`src/rtl/pipe_ctrl.sv`:
```
// Stall/flush scheduler for a five-stage integer pipeline: arbitrates memory waits,
// multi-cycle mul/div, control-flow redirects and load-use hazards into hold/flush controls.
module pipe_ctrl #(
    parameter int CNT_W = 32
) (
    input  logic             clk,
    input  logic             rst,
    input  logic [4:0]       id_rs1_addr_i,
    input  logic [4:0]       id_rs2_addr_i,
    input  logic             id_rs1_used_i,
    input  logic             id_rs2_used_i,
    input  logic             ex_rmem_en_i,
    input  logic [4:0]       ex_wreg_addr_i,
    input  logic             ex_jump_i,
    input  logic [31:0]      ex_jump_addr_i,
    input  logic             ex_mdiv_start_i,
    input  logic             ex_mdiv_done_i,
    input  logic             mem_req_i,
    input  logic             mem_ready_i,
    output logic             pc_hold_o,
    output logic             if_id_hold_o,
    output logic             id_ex_hold_o,
    output logic             ex_mem_hold_o,
    output logic             if_id_flush_o,
    output logic             id_ex_flush_o,
    output logic             ex_mem_flush_o,
    output logic             mem_wb_flush_o,
    output logic             pc_redirect_o,
    output logic [31:0]      pc_redirect_addr_o,
    output logic [CNT_W-1:0] stall_cnt_o
);

    typedef enum logic [1:0] {
        RUN       = 2'd0,
        MEM_WAIT  = 2'd1,
        MDIV_WAIT = 2'd2
    } state_e;

    state_e           state_q, state_d;
    logic [CNT_W-1:0] cnt_q, cnt_d;

    logic mem_stall;
    logic mdiv_stall;
    logic redirect;
    logic rs1_hit;
    logic rs2_hit;
    logic load_use;

    // Hazard classification; each term is already masked by every higher-priority event.
    always_comb begin
        mem_stall  = !mem_ready_i &&
                     ((state_q == MEM_WAIT) || ((state_q == RUN) && mem_req_i));
        mdiv_stall = !mem_stall && !ex_mdiv_done_i &&
                     ((state_q == MDIV_WAIT) || ((state_q == RUN) && ex_mdiv_start_i));
        redirect   = ex_jump_i && !mem_stall && !mdiv_stall;
        rs1_hit    = id_rs1_used_i && (id_rs1_addr_i == ex_wreg_addr_i);
        rs2_hit    = id_rs2_used_i && (id_rs2_addr_i == ex_wreg_addr_i);
        load_use   = ex_rmem_en_i && (ex_wreg_addr_i != 5'd0) && (rs1_hit || rs2_hit) &&
                     !mem_stall && !mdiv_stall && !ex_jump_i;
    end

    // NOTE: state and counter registers use non-blocking assignments so every flop
    // samples the pre-edge value of its neighbours.
    always_ff @(posedge clk or posedge rst) begin
        if (rst) begin
            state_q <= RUN;
            cnt_q   <= '0;
        end else begin
            state_q <= state_d;
            cnt_q   <= cnt_d;
        end
    end

    // NOTE: every combinational output gets a default first so no path infers a latch.
    always_comb begin
        state_d = state_q;
        unique case (state_q)
            RUN: begin
                if (mem_req_i && !mem_ready_i) begin
                    state_d = MEM_WAIT;
                end else if (ex_mdiv_start_i && !ex_mdiv_done_i) begin
                    state_d = MDIV_WAIT;
                end
            end
            MEM_WAIT: begin
                if (mem_ready_i) begin
                    state_d = RUN;
                end
            end
            MDIV_WAIT: begin
                if (ex_mdiv_done_i) begin
                    state_d = RUN;
                end
            end
            default: state_d = RUN;
        endcase
    end

    always_comb begin
        pc_hold_o      = 1'b0;
        if_id_hold_o   = 1'b0;
        id_ex_hold_o   = 1'b0;
        ex_mem_hold_o  = 1'b0;
        if_id_flush_o  = 1'b0;
        id_ex_flush_o  = 1'b0;
        ex_mem_flush_o = 1'b0;
        mem_wb_flush_o = 1'b0;
        pc_redirect_o  = 1'b0;
        if (rst) begin
            // Bubbles everywhere while the pipeline is held in reset.
            if_id_flush_o  = 1'b1;
            id_ex_flush_o  = 1'b1;
            ex_mem_flush_o = 1'b1;
            mem_wb_flush_o = 1'b1;
        end else if (mem_stall) begin
            pc_hold_o      = 1'b1;
            if_id_hold_o   = 1'b1;
            id_ex_hold_o   = 1'b1;
            ex_mem_hold_o  = 1'b1;
            mem_wb_flush_o = 1'b1;
        end else if (mdiv_stall) begin
            pc_hold_o      = 1'b1;
            if_id_hold_o   = 1'b1;
            id_ex_hold_o   = 1'b1;
            ex_mem_flush_o = 1'b1;
        end else if (redirect) begin
            pc_redirect_o  = 1'b1;
            if_id_flush_o  = 1'b1;
            id_ex_flush_o  = 1'b1;
        end else if (load_use) begin
            pc_hold_o      = 1'b1;
            if_id_hold_o   = 1'b1;
            id_ex_flush_o  = 1'b1;
        end
    end

    always_comb begin
        cnt_d = cnt_q + CNT_W'(pc_hold_o);
    end

    assign pc_redirect_addr_o = ex_jump_addr_i;
    assign stall_cnt_o        = cnt_q;

endmodule
```
`config.mk`:
```
export PLATFORM = sky130hd
export DESIGN_NAME = pipe_ctrl
export DESIGN_NICKNAME = d
export VERILOG_FILES = /design/src/rtl/pipe_ctrl.sv
export SDC_FILE = /design/constraint.sdc
export NUM_CORES = 1
export LEC_CHECK = 0
export BUFFER_PORTS_ARGS = -buffer_cell sky130_fd_sc_hd__buf_4
export CORE_MARGIN = 2
export CORE_UTILIZATION = 39
export DETAILED_ROUTE_END_ITERATION = 10
export GPL_TIMING_DRIVEN = 0
export PLACE_DENSITY = 0.77
export REMOVE_ABC_BUFFERS = 1
export SYNTH_ARGS = -nofsm -noshare
export SYNTH_HDL_FRONTEND = slang
export SYNTH_SLANG_ARGS = --single-unit
```
`constraint.sdc`:
```
create_clock -name clk -period 2.11 [get_ports clk]
set_input_delay 0.1055 -clock clk [delete_from_list [all_inputs] [get_ports clk]]
set_output_delay 0.1055 -clock clk [all_outputs]
set_load 0.03 [all_outputs]
```
# Word level (Yosys, flattened, before mapping)
# Index checks and enable logic that the tools add are counted.
# W data, S select, Z words.
[op_classes]
eq_ne = 7
add_sub_neg = 1
n_reduce_logical = 27
n_mux = 27
[op_table]
columns = ["cell", "n"]
rows = [
  ["$add A32 B1 Y32", 1],
  ["$mux W1", 22],
  ["$logic_and A1 B1 Y1", 16],
  ["$eq A5 B5 Y1", 2],
  ["$mux W2", 4],
  ["$pmux W2 S3", 1],
  ["$logic_not A1 Y1", 5],
  ["$reduce_bool A5 Y1", 1],
  ["$ne A2 B2 Y1 const B", 2],
  ["$logic_or A1 B1 Y1", 3],
  ["$ne A3 B1 Y1 const B", 1],
  ["$reduce_and A3 Y1", 1],
  ["$eq A2 B1 Y1 const B", 1],
  ["$eq A2 B2 Y1 const B", 1],
  ["$logic_not A2 Y1", 1],
]
[totals]
out_inout_bits = 73
word_cells = 64
reg_bits = 34

# Longest topological paths before layout
# Gate-level depths: netlist of run 1.
[depth]
word_depth = 16
depth_mapped = 10
depth_no_buf = 9

# Worst setup path after synthesis of run 1
# Ideal clock, no wire load.
[synth_path]
path_type = "register -> register"
startpoint = "register state_q[0]"
endpoint = "register cnt_q[18] (netlist: stall_cnt_o[18])"
arrival_time_ns = 2.755
path_slack_ns = -0.725
t_required_ns = 2.030
path_stages_with_launch = 10
n_path_buf = 1
path_cell_list = "dfrtp_1 -> or2_1 -> o32a_1 -> o22ai_1 -> ha_1 -> ha_1 -> clkbuf_1 -> nand4_4 -> nor3_1 -> xor2_1"
[synth_between]
elab_chain_len = 16
word_cells_on_any_way = 23
[synth_rtl]
columns = ["element", "line_no", "source"]
rows = [
  ["start: declaration", "39", "state_e state_q, state_d;"],
  ["start signal: assignment", "69", "state_q <= state_d;"],
  ["$logic_not A2 Y1", "52, 54", ""],
  ["$logic_and A1 B1 Y1", "52", "((state_q == MEM_WAIT) || ((state_q == RUN) && mem_req_i));"],
  ["$logic_or A1 B1 Y1", "52", ""],
  ["$logic_and A1 B1 Y1", "51", "mem_stall = !mem_ready_i &&"],
  ["$logic_not A1 Y1", "53, 55, 59", ""],
  ["$logic_and A1 B1 Y1 (2 in a row)", "53", "mdiv_stall = !mem_stall && !ex_mdiv_done_i &&"],
  ["$logic_not A1 Y1", "55, 59", ""],
  ["$logic_and A1 B1 Y1 (2 in a row)", "59", "!mem_stall && !mdiv_stall && !ex_jump_i;"],
  ["$mux W1 (3 in a row)", "n/a", ""],
  ["$mux W1 (*) (2 in a row)", "n/a", ""],
  ["via if_id_hold_o", "21", "output logic if_id_hold_o,"],
  ["$add A32 B1 Y32 (*)", "138", "cnt_d = cnt_q + CNT_W'(pc_hold_o);"],
  ["via cnt_d[18]", "40", "logic [CNT_W-1:0] cnt_q, cnt_d;"],
  ["end signal: assignment", "70", "cnt_q <= cnt_d;"],
  ["end: declaration", "40", ""],
]
# Mark *: on every way through the listed nets, which the timed path passes. The rest lies on a longest branch.
# A chain may end at the register's enable or synchronous reset.

# Worst setup path in the final report of run 1
[layout_path]
startpoint = "register state_q[0]"
endpoint = "register cnt_q[25] (netlist: stall_cnt_o[25])"
[layout_between]
elab_chain_len = 16
word_cells_on_any_way = 23
[layout_rtl]
columns = ["element", "line_no", "source"]
rows = [
  ["$logic_not A2 Y1", "52, 54", ""],
  ["$logic_and A1 B1 Y1", "52", ""],
  ["$logic_or A1 B1 Y1", "52", ""],
  ["$logic_and A1 B1 Y1", "51", ""],
  ["$logic_not A1 Y1", "53, 55, 59", ""],
  ["$logic_and A1 B1 Y1 (2 in a row)", "53", ""],
  ["$logic_not A1 Y1", "55, 59", ""],
  ["$logic_and A1 B1 Y1 (2 in a row)", "59", ""],
  ["$mux W1", "130", "end else if (load_use) begin"],
  ["$mux W1", "126", "end else if (redirect) begin"],
  ["$mux W1", "121", "end else if (mdiv_stall) begin"],
  ["$mux W1 (*)", "115", "end else if (mem_stall) begin"],
  ["$mux W1 (*)", "109", "if (rst) begin"],
  ["$add A32 B1 Y32 (*)", "138", ""],
  ["via cnt_d[25]", "40", ""],
]
# Marked as above.

==> flow_metrics.py, run 1 <==
metrics = {
    "pwr": {
        "finalPower_mw": 1.73,
        "p_leak_nw": 1.33,
        "ir_worst_vdd_mv": 0.385,
        "powerDensity_mw_per_mm2": 648,
    },
    "floorplan": {
        "ioPinCount": 130,
        "coreArea_mm2": 0.00507,
        "die_w_um": 76.4,
        "die-area_mm2": 0.00584,
        "start_util_pct": 40.3,
        "die_h_um": 76.4,
        "rows": 26,
    },
    "timing": {
        "period_minus_slack_ps": 2120,
        "drv_slew": 0,
        "max_slew.worst_pin.slew_ps": 730,
        "finalHoldViolCount": 8,
        "rsz0062_at_grt": "true",
        "max_freq_ghz": 0.472,
        "hold_ws_ps": -7.79,
        "setup_viol": 3,
        "fin_skew_ps": 5.00,
        "fin_crit_sh_pct": 100,
        "setup_ws_ps": -7.66,
        "slew_headroom_pct": 51.3,
    },
    "synthesis": {
        "synth_warnings": 0,
        "synthTopCellsByArea": "dfrtp_1, buf_4, xor2_1",
        "synth_cell_types": 32,
        "synth-compound-area-share_pct": 2.69,
        "synth_top_family_by_area": "simple AND/OR/NAND/NOR gates",
        "avgSynthCellArea_um2": 10.5,
        "synth_top_cell_by_area": "dfrtp_1",
        "yosysTopAreaCellShare_pct": 41.6,
        "synthSimpleGateAreaFrac_pct": 23.4,
        "synth_cells": 195,
        "synth_seq_cells": 34,
        "synth_seq_area_share_pct": 41.6,
        "synth.cell_area_mm2": 0.00205,
        "synth-adder-area-share_pct": 1.22,
        "synthMuxAreaShare_pct": 0,
        "synth_xor_xnor_area_share_pct": 17.1,
    },
    "drt": {
        "final_antenna_net_count": 0,
        "wl_met2_mm": 2.40,
        "avgRoutedWirePerCell_um": 18.2,
        "routed.top_layer": "met4",
        "route.met3.wl_um": 787,
        "firstDrtPassIters": 4,
        "wl_met1_mm": 2.45,
        "drt-initial-drc-count": 62,
        "vias_per_cell": 5.17,
        "via_count": 1617,
        "finalWirelength_mm": 5.71,
        "drc_errors": 0,
    },
    "final_layout": {
        "final_cell_mix": "buf_4, dfrtp_1, xor2_1",
        "multiInputGateArea_mm2": 0.00105,
        "area_growth_pct": 30.8,
        "n_fill_cell": 492,
        "layout_commonest_cell": "buf_4",
        "antenna_cells": 0,
        "seqCellArea_um2": 851,
        "drive_gt1_share_pct": 44.0,
        "fin_nets": 301,
    },
    "worst_setup_path": {
        "startpoint_type": "flop",
        "worstSetupPathType": "flop to flop",
        "crit_required_ps": 2320,
        "slowest_delay_ps": 380,
        "crit_buf_inv": 0,
        "cp_slowest_cell": "dfrtp_1",
        "path_cells": "or2_1 -> o32a_1 -> o22ai_4 -> ha_4 -> nand3_4 -> nor4_2 -> xor2_1",
        "worstPathArrival_ps": 2330,
        "crit_fanout": 10,
        "end_kind": "flop",
        "crit_family": "simple AND/OR/NAND/NOR gates",
    },
    "flow_run": {
        "drv_cap": 0,
    },
    "clock_network": {
        "clk_pin_slew_ps": 70,
        "clock-sinks": 34,
        "cts_tree": "yes",
        "numCtsBuffers": 5,
        "clockBufferDepth": 2,
        "cts-htree-levels": 2,
        "worstSkewPairLatency_ps": 290,
        "cts_root_buf": "clkbuf_8",
    },
    "global_routing": {
        "antenna_found_initial": 0,
        "overflow": 0,
        "track_usage_pct": 19.3,
        "grt_pass1_wl_mm": 8.50,
        "grt_pass1_vias": 1565,
        "grt_max_degree": 36,
    },
    "place": {
        "dp_slack_ps": -558,
        "hpwl_mm": 4.14,
        "portBuffers": 65,
        "place.gp.congestion": 0.763,
    },
    "min_path": {
        "hp-class": "primary input to asynchronous set/reset pin",
    },
    "run_status": {
        "failed_checks": "hold timing, setup timing",
        "status": "finished with violations",
    },
}
## flip-flops by register name (all words and copies together) (netlist names)
signal	count
stall_cnt_o	32
state_q	2
## path summary, 6_finish.rpt
| kind | from | cells after the start | endpoint | slack (ps) |
|---|---|---|---|---|
| max in group asynchronous | rst | 2 | stall_cnt_o[5] | 1650 |
| min in group clk | ex_mdiv_start_i | 3 | state_q[1] | 170 |
| min reg2reg | stall_cnt_o[31] | 1 | stall_cnt_o[31] | 480 |
| min | rst | 2 | state_q[1] | -8 |
| max | state_q[0] | 7 | stall_cnt_o[25] | -8 |
| max reg2reg | state_q[0] | 7 | stall_cnt_o[25] | -8 |
## power by group
part	switching [mW]	internal (mW)
logic	0.248	0.200
clock network	0.234	0.263
registers	0.0807	0.706
total	0.563	1.17
## timing repair
action,in CTS,in global routing
pin swaps,1,7
cloned,1,0
endpoints found under the hold margin,1,0
endpoints found under the setup margin,27,19
setup buffers,2,7
gates resized for setup,10,11
hold buffers,1,0
## synthesized netlist by cell type, drive strengths merged
master and n:
and4 6, nor4 12, inv 6, xor2 24, or4 1, o32a 1
dfrtp 34, nor3 8, o22ai 1, and3 4, a21o 1, and2 2
nand3 12, or2 3, xnor2 16, nand4 5, ha 2, clkbuf 1
o211ai 2, o21bai 1, nor2 8, nand2 9, a32oi 1, buf 35
## cell families after synthesis
family,count (synthesis)
fa+ha+maj,2
simple gates,70
buf+inv,42
xor+xnor,40
compound gates,7
flops,34
## metrics by stage
step,utilization [%],std cells,TNS (ps),area [µm²]
final,52.7,313,-11.5,2680
after global placement,46.4,294,-6770,2360
after global routing,52.7,313,-1310,2680
after detailed placement,46.4,294,-7310,2360
after CTS,50.1,306,-19.2,2540
after floorplan,-,159,-24300,1780
## layer usage
metal,vias to the layer above,GRT usage [%]
li1,737,-
met1,779,24.6
met2,92,25.1
met3,9,13.9
met4,0,6.00
met5,-,5.45
## cell type report
type                    instances  share of cell area [%]
multi-input cells             120                    39.4
well taps                      70                    3.27
flip-flops and latches         34                    31.8
clock buffers                   7                    3.23
inverters                       6                   0.842
repair buffers                 75                    21.3
clock inverters                 1                   0.187
Power figures use the tool's default switching activity.
==> inputs of run 2 (changes only) <==
==> constraint.sdc (replaced) <==
create_clock -name clk -period 2.11 [get_ports clk]
set_input_delay 0.3165 -clock clk [delete_from_list [all_inputs] [get_ports clk]]
set_output_delay 0.3165 -clock clk [all_outputs]
set_load 0.03 [all_outputs]
==> run 2 against run 1 <==
Compared with the run above: the flow finishes with violations (setup timing); design area up 2.2%; critical path depth up 1; global-route usage increased by 0.35 points; sequential power rose by 2%; maximum frequency shrank 0.23%; register-to-register slack hardly changed; die area is the same; hold slack gained 91 ps; via count rose by 1.9%; setup slack worse by 4.9 ps; clock power up 1%; critical path type unchanged; critical endpoint is now stall_cnt_o[19].
==> flow_metrics.py, run 2 (synthesized netlist as in run 1, its figures left out) <==
metrics = {
    "run_status": {
        "status": "finished with violations",
        "failed_checks": "setup timing",
    },
    "final_layout": {
        "drive_gt1_share_pct": 46.2,
        "largest_register_ffs": 32,
        "layout_commonest_cell": "buf_4",
        "antenna_cells": 0,
        "layout.cells.non_filler": 317,
        "area_growth_pct": 33.7,
        "fin_nets": 305,
        "final_cell_area_mm2": 0.00274,
        "final_cell_mix": "buf_4, dfrtp_1, xor2_1",
        "post-route-util_pct": 53.9,
    },
    "timing": {
        "fin_crit_sh_pct": 101,
        "hold_ws_ps": 82.9,
        "setup_ws_ps": -12.6,
        "period_minus_slack_ps": 2120,
        "max_slew.worst_pin.slew_ps": 836,
        "fin_skew_ps": 5.32,
        "finalHoldViolCount": 0,
        "max_freq_ghz": 0.471,
        "rsz0062_at_grt": "true",
        "setup_viol": 2,
        "drv_slew": 0,
        "slew_headroom_pct": 44.0,
        "tns_ps": -17.7,
    },
    "worst_setup_path": {
        "end_kind": "flop",
        "crit_fanout": 5,
        "worstPathArrival_ps": 2340,
        "crit_family": "simple AND/OR/NAND/NOR gates",
        "worstSetupPathType": "flop to flop",
        "path_cells": "or2_1 -> o32a_1 -> o22ai_4 -> ha_4 -> buf_12 -> nand3_2 -> nor4_4 -> xor2_1",
        "cp_slowest_cell": "dfrtp_1",
        "crit_required_ps": 2320,
        "slowest_delay_ps": 390,
        "crit_buf_inv": 1,
        "startpoint_type": "flop",
    },
    "global_routing": {
        "overflow": 0,
        "grt_pass1_vias": 1589,
        "antenna_found_initial": 0,
        "track_usage_pct": 19.7,
        "grt_max_degree": 36,
        "grt_pass1_wl_mm": 8.65,
    },
    "clock_network": {
        "worstSkewPairLatency_ps": 290,
        "clock-sinks": 34,
        "cts_root_buf": "clkbuf_8",
        "postCtsHoldBufs": 0,
        "clockBufferDepth": 2,
        "cts-htree-levels": 2,
        "cts_tree": "yes",
        "numCtsBuffers": 5,
        "clk_pin_slew_ps": 70,
    },
    "drt": {
        "drt-initial-drc-count": 62,
        "via_count": 1648,
        "vias_per_cell": 5.20,
        "final_antenna_net_count": 0,
        "finalWirelength_mm": 6.01,
        "avgRoutedWirePerCell_um": 18.9,
        "firstDrtPassIters": 4,
        "drc_errors": 0,
    },
    "min_path": {
        "hp-class": "primary input to asynchronous set/reset pin",
    },
    "floorplan": {
        "ioPinCount": 130,
        "die_w_um": 76.4,
        "rows": 26,
        "die_h_um": 76.4,
        "coreArea_mm2": 0.00507,
        "start_util_pct": 40.3,
        "die-area_mm2": 0.00584,
    },
    "place": {
        "hpwl_mm": 4.14,
        "dp_slack_ps": -748,
        "portBuffers": 65,
        "dp_cells": 294,
        "postPlaceCellArea_mm2": 0.00236,
        "place.gp.congestion": 0.763,
    },
    "pwr": {
        "powerDensity_mw_per_mm2": 643,
        "p_leak_nw": 1.33,
        "finalPower_mw": 1.76,
        "ir_worst_vdd_mv": 0.393,
    },
    "flow_run": {
        "drv_cap": 0,
    },
}
run 2: changes by cell type in the layout (fill, tap and decap cells not counted), sizes merged:
cell,change
dlygate4sd3,-1
nand3,+1
clkinvlp,+2
buf,+3
inv,-1
run 2: final timing paths:
path	cells after the start	start	to	slack [ps]
max in group asynchronous	2	rst	stall_cnt_o[1]	1480
min reg2reg	1	stall_cnt_o[31]	stall_cnt_o[31]	480
min in group clk	2	mem_ready_i	state_q[0]	220
max reg2reg	8	state_q[0]	stall_cnt_o[19]	-10
max	8	state_q[0]	stall_cnt_o[19]	-10
min	2	rst	state_q[1]	80
run 2: cell type report:
type,count,area (µm²)
fill,479,2340
multi-input combinational,121,1080
sequential,34,851
timing repair buffer,77,591
tap,70,87.6
clock buffer,7,86.3
inverter,6,26.3
clock inverter,1,5.00
timing repair inverter,1,5.00
run 2: power by group:
part / internal (mW) / switching, mW
combinational: 0.202 / 0.255
clock: 0.263 / 0.239
sequential: 0.706 / 0.0931
run 2: per-layer routing:
metal | vias up | track usage (%) | part of all wire (%)
met2 | 87 | 26.3 | 43
met5 | - | 5.45 | 0
met4 | 0 | 6.00 | 1.1
li1 | 751 | - | -
met3 | 9 | 13.9 | 13
met1 | 801 | 24.7 | 44
run 2: repair_timing:
| action | in CTS | in global routing |
|---|---|---|
| gates cloned | 1 | 2 |
| gates resized for setup | 12 | 12 |
| setup endpoints to repair | 28 | 24 |
| buffers inserted | 8 | 4 |
| pin swaps | 5 | 10 |
